### src/rtl/spi_slave_pkg.sv
// Shared types and constants for the SPI slave front end (spi_slave_fsm).
package spi_slave_pkg;

    localparam int RX_WIDTH_C = 10;
    localparam int TX_WIDTH_C = 8;

    // Command field carried in frame bits [9:8]; the RAM stage decodes it.
    localparam logic [1:0] CMD_WR_ADDR = 2'b00;
    localparam logic [1:0] CMD_WR_DATA = 2'b01;
    localparam logic [1:0] CMD_RD_ADDR = 2'b10;
    localparam logic [1:0] CMD_RD_DATA = 2'b11;

    typedef enum logic [2:0] {
        IDLE,
        CHK_CMD,
        WRITE,
        READ_ADD,
        READ_DATA
    } spi_state_t;

    function automatic logic [RX_WIDTH_C-1:0] make_frame(input logic [1:0] cmd,
                                                         input logic [7:0] payload);
        return {cmd, payload};
    endfunction

endpackage

### src/rtl/spi_slave_fsm_if.sv
// SPI pins plus the RAM-side handshake of spi_slave_fsm.
// Optional frame_err signal exists only when SPI_SLAVE_ERR_EN is defined.
interface spi_slave_fsm_if
    import spi_slave_pkg::*;
#(
    parameter int RX_WIDTH = RX_WIDTH_C,
    parameter int TX_WIDTH = TX_WIDTH_C
) ();

    logic                SS_n;
    logic                MOSI;
    logic                MISO;
    logic [RX_WIDTH-1:0] rx_data;
    logic                rx_valid;
    logic [TX_WIDTH-1:0] tx_data;
    logic                tx_valid;

`ifdef SPI_SLAVE_ERR_EN
    logic                frame_err;

    modport slave  (input  SS_n, MOSI, tx_data, tx_valid,
                    output MISO, rx_data, rx_valid, frame_err);
    modport master (output SS_n, MOSI, tx_data, tx_valid,
                    input  MISO, rx_data, rx_valid, frame_err);
`else
    modport slave  (input  SS_n, MOSI, tx_data, tx_valid,
                    output MISO, rx_data, rx_valid);
    modport master (output SS_n, MOSI, tx_data, tx_valid,
                    input  MISO, rx_data, rx_valid);
`endif

endinterface

### src/rtl/spi_tx_serializer.sv
// Read-data serializer: loads one byte on tx_valid, shifts it out MSB-first on MISO.
module spi_tx_serializer
    import spi_slave_pkg::*;
#(
    parameter int TX_WIDTH = TX_WIDTH_C
) (
    input  logic                clk,
    input  logic                rst_n,
    input  logic                clear,
    input  logic                load_en,
    input  logic                tx_valid,
    input  logic [TX_WIDTH-1:0] tx_data,
    output logic                miso,
    output logic                all_sent
);

    localparam int               CNT_W    = $clog2(TX_WIDTH);
    localparam logic [CNT_W-1:0] LAST_BIT = CNT_W'(TX_WIDTH - 1);

    // The MSB goes straight to MISO at load, so only the remaining bits are stored.
    logic [TX_WIDTH-2:0] sreg;
    logic [CNT_W-1:0]    cnt;
    logic                busy;
    logic                done;

    // NOTE: registers use non-blocking assignments so every flop samples pre-edge values.
    always_ff @(posedge clk or negedge rst_n) begin
        if (!rst_n) begin
            // NOTE: the shift register is reset too; its contents reach MISO and must be defined.
            sreg <= '0;
            cnt  <= '0;
            busy <= 1'b0;
            done <= 1'b0;
            miso <= 1'b0;
        end else if (clear) begin
            sreg <= '0;
            cnt  <= '0;
            busy <= 1'b0;
            done <= 1'b0;
            miso <= 1'b0;
        end else if (busy) begin
            if (cnt == LAST_BIT) begin
                miso <= 1'b0;
                busy <= 1'b0;
                done <= 1'b1;
            end else begin
                miso <= sreg[TX_WIDTH-2];
                sreg <= {sreg[TX_WIDTH-3:0], 1'b0};
                cnt  <= cnt + 1'b1;
            end
        end else if (load_en && tx_valid && !done) begin
            miso <= tx_data[TX_WIDTH-1];
            sreg <= tx_data[TX_WIDTH-2:0];
            cnt  <= '0;
            busy <= 1'b1;
        end
    end

    // The last bit counts as sent while it is on the wire.
    assign all_sent = done | (busy & (cnt == LAST_BIT));

endmodule

### src/rtl/spi_slave_fsm.sv
// SPI slave front end: deserialises MOSI frames for the RAM and serialises read data on MISO.
// Define SPI_SLAVE_ERR_EN to add the frame_err abort indicator.
module spi_slave_fsm
    import spi_slave_pkg::*;
#(
    parameter int RX_WIDTH = RX_WIDTH_C,
    parameter int TX_WIDTH = TX_WIDTH_C
) (
    input logic            clk,
    input logic            rst_n,
    spi_slave_fsm_if.slave bus
);

    localparam int               CNT_W   = $clog2(RX_WIDTH);
    localparam logic [CNT_W-1:0] RX_LAST = CNT_W'(RX_WIDTH - 1);

    spi_state_t          state, state_next;
    logic [CNT_W-1:0]    rx_cnt, rx_cnt_next;
    logic [RX_WIDTH-2:0] rx_shift, rx_shift_next;
    logic [RX_WIDTH-1:0] rx_data_q, rx_data_next;
    logic                rx_valid_q, rx_valid_next;
    logic                rx_done, rx_done_next;
    logic                rd_addr_seen, rd_seen_next;
    logic                tx_all_sent;
    logic                tx_miso;
`ifdef SPI_SLAVE_ERR_EN
    logic                frame_err_q, frame_err_next;
`endif

    always_ff @(posedge clk or negedge rst_n) begin
        if (!rst_n) begin
            state        <= IDLE;
            rx_cnt       <= '0;
            rx_shift     <= '0;
            rx_data_q    <= '0;
            rx_valid_q   <= 1'b0;
            rx_done      <= 1'b0;
            rd_addr_seen <= 1'b0;
`ifdef SPI_SLAVE_ERR_EN
            frame_err_q  <= 1'b0;
`endif
        end else begin
            state        <= state_next;
            rx_cnt       <= rx_cnt_next;
            rx_shift     <= rx_shift_next;
            rx_data_q    <= rx_data_next;
            rx_valid_q   <= rx_valid_next;
            rx_done      <= rx_done_next;
            rd_addr_seen <= rd_seen_next;
`ifdef SPI_SLAVE_ERR_EN
            frame_err_q  <= frame_err_next;
`endif
        end
    end

    // NOTE: every signal written here gets a default first, so no latch can be inferred.
    always_comb begin
        state_next    = state;
        rx_cnt_next   = rx_cnt;
        rx_shift_next = rx_shift;
        rx_data_next  = rx_data_q;
        rx_valid_next = 1'b0;
        rx_done_next  = rx_done;
        rd_seen_next  = rd_addr_seen;
`ifdef SPI_SLAVE_ERR_EN
        frame_err_next = 1'b0;
`endif
        if (bus.SS_n) begin
            // Deselect wins over everything; a completed read byte still retires the address.
            state_next    = IDLE;
            rx_cnt_next   = '0;
            rx_shift_next = '0;
            rx_done_next  = 1'b0;
            if (tx_all_sent) rd_seen_next = 1'b0;
`ifdef SPI_SLAVE_ERR_EN
            frame_err_next = (state != IDLE) &&
                             (!rx_done || (state == READ_DATA && !tx_all_sent));
`endif
        end else begin
            case (state)
                IDLE: state_next = CHK_CMD;
                CHK_CMD: begin
                    rx_shift_next = {rx_shift[RX_WIDTH-3:0], bus.MOSI};
                    rx_cnt_next   = CNT_W'(1);
                    if (bus.MOSI) state_next = rd_addr_seen ? READ_DATA : READ_ADD;
                    else          state_next = WRITE;
                end
                WRITE, READ_ADD, READ_DATA: begin
                    if (!rx_done) begin
                        rx_shift_next = {rx_shift[RX_WIDTH-3:0], bus.MOSI};
                        if (rx_cnt == RX_LAST) begin
                            rx_data_next  = {rx_shift, bus.MOSI};
                            rx_valid_next = 1'b1;
                            rx_done_next  = 1'b1;
                            if (state == READ_ADD) rd_seen_next = 1'b1;
                        end else begin
                            rx_cnt_next = rx_cnt + 1'b1;
                        end
                    end else if (state == READ_DATA && tx_all_sent) begin
                        rd_seen_next = 1'b0;
                    end
                end
                default: state_next = IDLE;
            endcase
        end
    end

    spi_tx_serializer #(
        .TX_WIDTH (TX_WIDTH)
    ) u_tx (
        .clk      (clk),
        .rst_n    (rst_n),
        .clear    (bus.SS_n),
        .load_en  ((state == READ_DATA) && rx_done),
        .tx_valid (bus.tx_valid),
        .tx_data  (bus.tx_data),
        .miso     (tx_miso),
        .all_sent (tx_all_sent)
    );

    assign bus.MISO     = tx_miso;
    assign bus.rx_data  = rx_data_q;
    assign bus.rx_valid = rx_valid_q;
`ifdef SPI_SLAVE_ERR_EN
    assign bus.frame_err = frame_err_q;
`endif

endmodule

### src/flat_wrapper.sv
// flat-port wrapper written by rule: the top's interface ports become plain ports
module spi_slave_fsm_flat import spi_slave_pkg::*;
#(
    parameter int RX_WIDTH = RX_WIDTH_C,
    parameter int TX_WIDTH = TX_WIDTH_C
)
  (clk, rst_n, bus_SS_n, bus_MOSI, bus_tx_data, bus_tx_valid, bus_MISO, bus_rx_data, bus_rx_valid);
  spi_slave_fsm_if #(.RX_WIDTH(RX_WIDTH), .TX_WIDTH(TX_WIDTH)) bus_i ();
  input logic clk;
  input logic rst_n;
  input wire logic [$bits(bus_i.SS_n)-1:0] bus_SS_n;
  input wire logic [$bits(bus_i.MOSI)-1:0] bus_MOSI;
  input wire logic [$bits(bus_i.tx_data)-1:0] bus_tx_data;
  input wire logic [$bits(bus_i.tx_valid)-1:0] bus_tx_valid;
  output wire logic [$bits(bus_i.MISO)-1:0] bus_MISO;
  output wire logic [$bits(bus_i.rx_data)-1:0] bus_rx_data;
  output wire logic [$bits(bus_i.rx_valid)-1:0] bus_rx_valid;
  assign bus_i.SS_n = bus_SS_n;
  assign bus_i.MOSI = bus_MOSI;
  assign bus_i.tx_data = bus_tx_data;
  assign bus_i.tx_valid = bus_tx_valid;
  assign bus_MISO = bus_i.MISO;
  assign bus_rx_data = bus_i.rx_data;
  assign bus_rx_valid = bus_i.rx_valid;
  spi_slave_fsm #(.RX_WIDTH(RX_WIDTH), .TX_WIDTH(TX_WIDTH)) u_core (.clk(clk), .rst_n(rst_n), .bus(bus_i));
endmodule
### config.mk
export PLATFORM = sky130hd
export DESIGN_NAME = spi_slave_fsm_flat
export DESIGN_NICKNAME = d
export VERILOG_FILES = /design/src/rtl/spi_slave_pkg.sv /design/src/rtl/spi_slave_fsm_if.sv /design/src/rtl/spi_tx_serializer.sv /design/src/rtl/spi_slave_fsm.sv /design/src/flat_wrapper.sv
export SDC_FILE = /design/constraint.sdc
export NUM_CORES = 1
export LEC_CHECK = 0
export CAP_MARGIN = 20
export CORE_MARGIN = 2
export CORE_UTILIZATION = 25
export DETAILED_ROUTE_END_ITERATION = 6
export PLACE_DENSITY = 0.52
export SLEW_MARGIN = 40
export SYNTH_ARGS = -nofsm -noshare
export SYNTH_HDL_FRONTEND = slang
export SYNTH_SLANG_ARGS = --single-unit
### constraint.sdc
create_clock -name clk -period 3.83 [get_ports clk]
set_clock_uncertainty 0.2 [all_clocks]
set_input_delay 0.383 -clock clk [delete_from_list [all_inputs] [get_ports clk]]
set_output_delay 0.383 -clock clk [all_outputs]
set_load 0.005 [all_outputs]
==> metrics list <==
- Clock input transition at the sequential cells of the worst setup and hold paths: 0.08 ns
- Ant. Diodes: 0
* Core region area: 8220 sq um
- At the pin with the least slew margin, the transition time is 0.699 ns.
- For the worst-skew pair, the clock arrives at the later sink with an insertion delay of 0.30 ns.
- Share of the synthesized area in the top cell type: 0.496
* Worst EP required: 3.84 ns
* Vias: 1386
* First-pass iteration count of the detailed router: 4
- The total count of hold-check failures in the final report was 0.
- Wires add up to 4.07 mm.
- Worst min path class: register to register
* Post-route ant nets: 0
- In this run the horizontal extent of the chip is 96.1 um.
- Post-cts repair resize count: 0
- Number of placement rows: 33
- Simple-gate share of the synthesized area: 0.177
- Source of the worst register-to-register timing path: u_core.state[1]$_DFFE_PN0P_
* Category of the worst setup path launch point: register
- Crit-path cells: nor3b_2 > nor4_4 > buf_4 > nand2_1 > o211ai_1
* Final worst path period share: 0.574
- Share of flip-flops with an asynchronous set or reset: 1.00
* Max transition margin: 0.531
- Post-synthesis xor/xnor area fraction: 0.00413
- The synthesized-area fraction occupied by ao, oa, aoi and oai cells is 0.134.
* Count of cells along the worst hold path: 2
- Number of DRC violations after detailed routing: 0
* Flop2flop setup slack: 1.63 ns
* Signed area change from the synthesized netlist to the final layout: 20.6%
* Die Y: 96.1 um
- In this run the critical register-to-register path is captured at u_core.rx_cnt[3]$_DFFE_PN0P_.
- In the final design database the tool counted 223 nets.
- The congestion estimate from routability-driven global placement came to 0.718.
* # H-tree levels: 2
* Outcome: finished, final reports clean
* Main combinational cell family by area after synthesis: simple AND/OR/NAND/NOR gates
* Clock Sinks: 42
* Number of gates on the worst path with buffers counted: 5
- The number of cells on the worst reg-to-reg path is 5.
- The via count of the first global-routing pass came to 1392.
- Worst IR Drop VDD: 112 uV
* Final worst hold slack: 0.297 ns
* Crit Path Class: register to register
- In the post-synthesis netlist, the biggest area contributors are sky130_fd_sc_hd__dfrtp_1, sky130_fd_sc_hd__mux2_4, sky130_fd_sc_hd__mux2i_1.
* HPWL after DPL: 2.74 mm
- Number of ports placed on the die boundary: 25
- Averaged over all synthesized cells, the footprint is 11.6 sq um.
- Crit path buffers/inverters: 1
* Final Setup Violations: 0
- The final-report max-slew violation count came to 0.
* Largest net degree at the start of global routing: 43
* Most common cell after layout, fill and taps aside: sky130_fd_sc_hd__dfrtp_1
* First-pass GRT wire length: 6.95 mm
- EDFF count, synth: 0
* Leak: 1.04 nW
* WL met1: 2.00 mm
- Post-route core utilization: 0.311
* Port Buffer Count: 24
- Initial Util: 0.258
* Layout cell share with drive strength beyond 1: 0.184
* Critical Path Sink Type: register
- Worst path max stage delay: 0.67 ns
- RSZ-0062 raised after global routing: false
- Yosys printed 0 warnings.
- The tool flagged a number of max-cap violations equal to 0.
* Fmax: 0.455 GHz
- Routed signal wires occupy layers up through met4.
* Worst Setup EP: u_core.rx_cnt[3]$_DFFE_PN0P_
- Vias per cell: 4.46
- Worst path arrival time: 2.21 ns
- Drt initial violations: 66
- Dividing the detail-routed wire length by the instance count gives 13.1 um.
- Synthesized flop and latch total: 42
- Synth cell types: 45
* Post-CTS setup buffer count: 0
* Worst-case clock buffer depth: 2
- In this run the worst path has a maximum fanout of 14.
- Most frequent cells in the layout: sky130_fd_sc_hd__dfrtp_1, sky130_fd_sc_hd__clkdlybuf4s50_1, sky130_fd_sc_hd__nand2_1
- Across every metal layer, demand over resource in global routing totals 0.0990.
- Number of clock buffers inserted by TritonCTS: 5
* Post-synthesis adder-cell area fraction: 0.0236
- Setup_tns: 0 ns
* Routed wire length on met3: 207 um
- The initial antenna violation count is 0.
* Sum of internal, switching and leakage power: 896 uW
* DR WL met2: 1.80 mm
- Total Die Area: 9230 sq um
- The number of hold buffers added after CTS was 1.
- Instance count of the mapped netlist: 183
- Total standard cell area after synthesis: 2120 sq um
* Min cycle time layout: 2.20 ns
* Remaining global-route overflow: 0
* Crit path max-delay cell type: sky130_fd_sc_hd__dfrtp_1
- In the synthesized netlist the dominant register cell turns out to be sky130_fd_sc_hd__dfrtp_1.
- Cell taking the most area after synthesis: sky130_fd_sc_hd__dfrtp_1
- Measured against the total synthesized area, the mux share comes to 0.122.
- TritonCTS built the clock tree.
* Crit path from: u_core.state[1]$_DFFE_PN0P_
- Number of nets produced by synthesis: 200
* Sequential cell area fraction in the yosys report: 0.496
* Cell type group with the largest total delay on the critical path: simple AND/OR/NAND/NOR gates
- Cell at the root of the clock tree: sky130_fd_sc_hd__clkbuf_8
- Power per cell area: 351 nW/um^2
## worst min-delay path by stage
stage                                 startpoint                                end  slack, ns
2_1_floorplan                              rst_n  u_core.bus.rx_data[0]$_DFFE_PN0P_      -0.11
3_3_place_gp      u_core.rx_shift[8]$_DFFE_PN0P_     u_core.rx_shift[8]$_DFFE_PN0P_       0.28
3_5_place_dp                               rst_n    u_core.u_tx.sreg[4]$_DFFE_PN0P_       0.21
4_1_cts           u_core.rx_shift[8]$_DFFE_PN0P_     u_core.rx_shift[8]$_DFFE_PN0P_       0.30
5_1_grt        u_core.bus.rx_data[5]$_DFFE_PN0P_  u_core.bus.rx_data[5]$_DFFE_PN0P_       0.33
6_report          u_core.rx_shift[8]$_DFFE_PN0P_     u_core.rx_shift[8]$_DFFE_PN0P_       0.30
## worst min-delay path, stage by stage, from the launching register on
cell	delay (ns)
sky130_fd_sc_hd__dfrtp_1	0.36
sky130_fd_sc_hd__nand2_1	0.05
sky130_fd_sc_hd__o21ai_1	0.06
## final cells by class
class	instances	area, sq um
Clock buffer	6	82.6
Clock inverter	1	30.0
Fill cell	830	5660
Inverter	4	15.0
Multi-Input combinational cell	125	976
Sequential cell	42	1050
Tap cell	105	131
Timing Repair Buffer	28	270
## stage by stage
| stage | std cells | area [sq um] | setup WS (ns) |
|---|---|---|---|
| detailed placement | 303 | 2430 | 1.36 |
| CTS | 311 | 2560 | 1.61 |
| global placement | 303 | 2430 | 1.40 |
| finish | 311 | 2560 | 1.63 |
| global route | 311 | 2560 | 1.45 |
| floorplan | 183 | 2120 | 1.94 |
## registers in the layout, summed over array words and instances, names as in the netlist
| register | count |
|---|---|
| u_core.rx_cnt | 4 |
| u_core.rx_done | 1 |
| u_core.state | 3 |
| u_core.u_tx.cnt | 3 |
| u_core.u_tx.done | 1 |
| u_core.rx_shift | 9 |
| u_core.rd_addr_seen | 1 |
| u_core.bus.rx_valid | 1 |
| u_core.bus.rx_data | 10 |
| u_core.u_tx.miso | 1 |
| u_core.u_tx.sreg | 7 |
| u_core.u_tx.busy | 1 |
## cells by family (layout without fill, tap and decap cells)
| family | after synthesis | in the layout |
|---|---|---|
| flip-flops | 42 | 42 |
| AND/OR/NAND/NOR | 61 | 61 |
| AO/OA/AOI/OAI | 38 | 38 |
| XOR/XNOR | 1 | 1 |
| adder cells (fa/ha/maj) | 4 | 4 |
| multiplexers | 21 | 21 |
| buffers and inverters | 16 | 39 |
## cell usage after synthesis, types with 2 or more instances
| cell | n |
|---|---|
| sky130_fd_sc_hd__ha_1 | 4 |
| sky130_fd_sc_hd__nor2_1 | 14 |
| sky130_fd_sc_hd__mux2i_1 | 9 |
| sky130_fd_sc_hd__nor2b_1 | 3 |
| sky130_fd_sc_hd__o21ai_1 | 9 |
| sky130_fd_sc_hd__inv_1 | 4 |
| sky130_fd_sc_hd__a22oi_1 | 3 |
| sky130_fd_sc_hd__mux2_4 | 9 |
| sky130_fd_sc_hd__nand2_1 | 22 |
| sky130_fd_sc_hd__buf_1 | 3 |
| sky130_fd_sc_hd__o22a_1 | 2 |
| sky130_fd_sc_hd__nor4b_4 | 2 |
| sky130_fd_sc_hd__or4_1 | 2 |
| sky130_fd_sc_hd__nor3_1 | 3 |
| sky130_fd_sc_hd__a31oi_1 | 3 |
| sky130_fd_sc_hd__a21oi_1 | 6 |
| sky130_fd_sc_hd__nand3_1 | 4 |
| sky130_fd_sc_hd__dfrtp_1 | 42 |
| sky130_fd_sc_hd__clkbuf_1 | 2 |
| sky130_fd_sc_hd__mux2_2 | 2 |
| sky130_fd_sc_hd__o21ai_0 | 2 |
| sky130_fd_sc_hd__buf_4 | 2 |
| sky130_fd_sc_hd__buf_2 | 2 |
| sky130_fd_sc_hd__a211oi_2 | 6 |
| sky130_fd_sc_hd__buf_6 | 3 |
## power breakdown
part           switching, mW  leakage, nW  internal, mW
clock                  0.151       0.0573         0.209
sequential            0.0150        0.580         0.451
combinational         0.0393        0.399        0.0312
total                  0.205         1.04         0.691
## metal layers
layer | track usage | vias to the layer above
met1 | 0.135 | 663
met2 | 0.146 | 22
li1 | - | 696
met5 | 0 | -
met3 | 0.0313 | 5
met4 | 0.0357 | 0
Note: power is estimated with default switching activity, not from simulation.
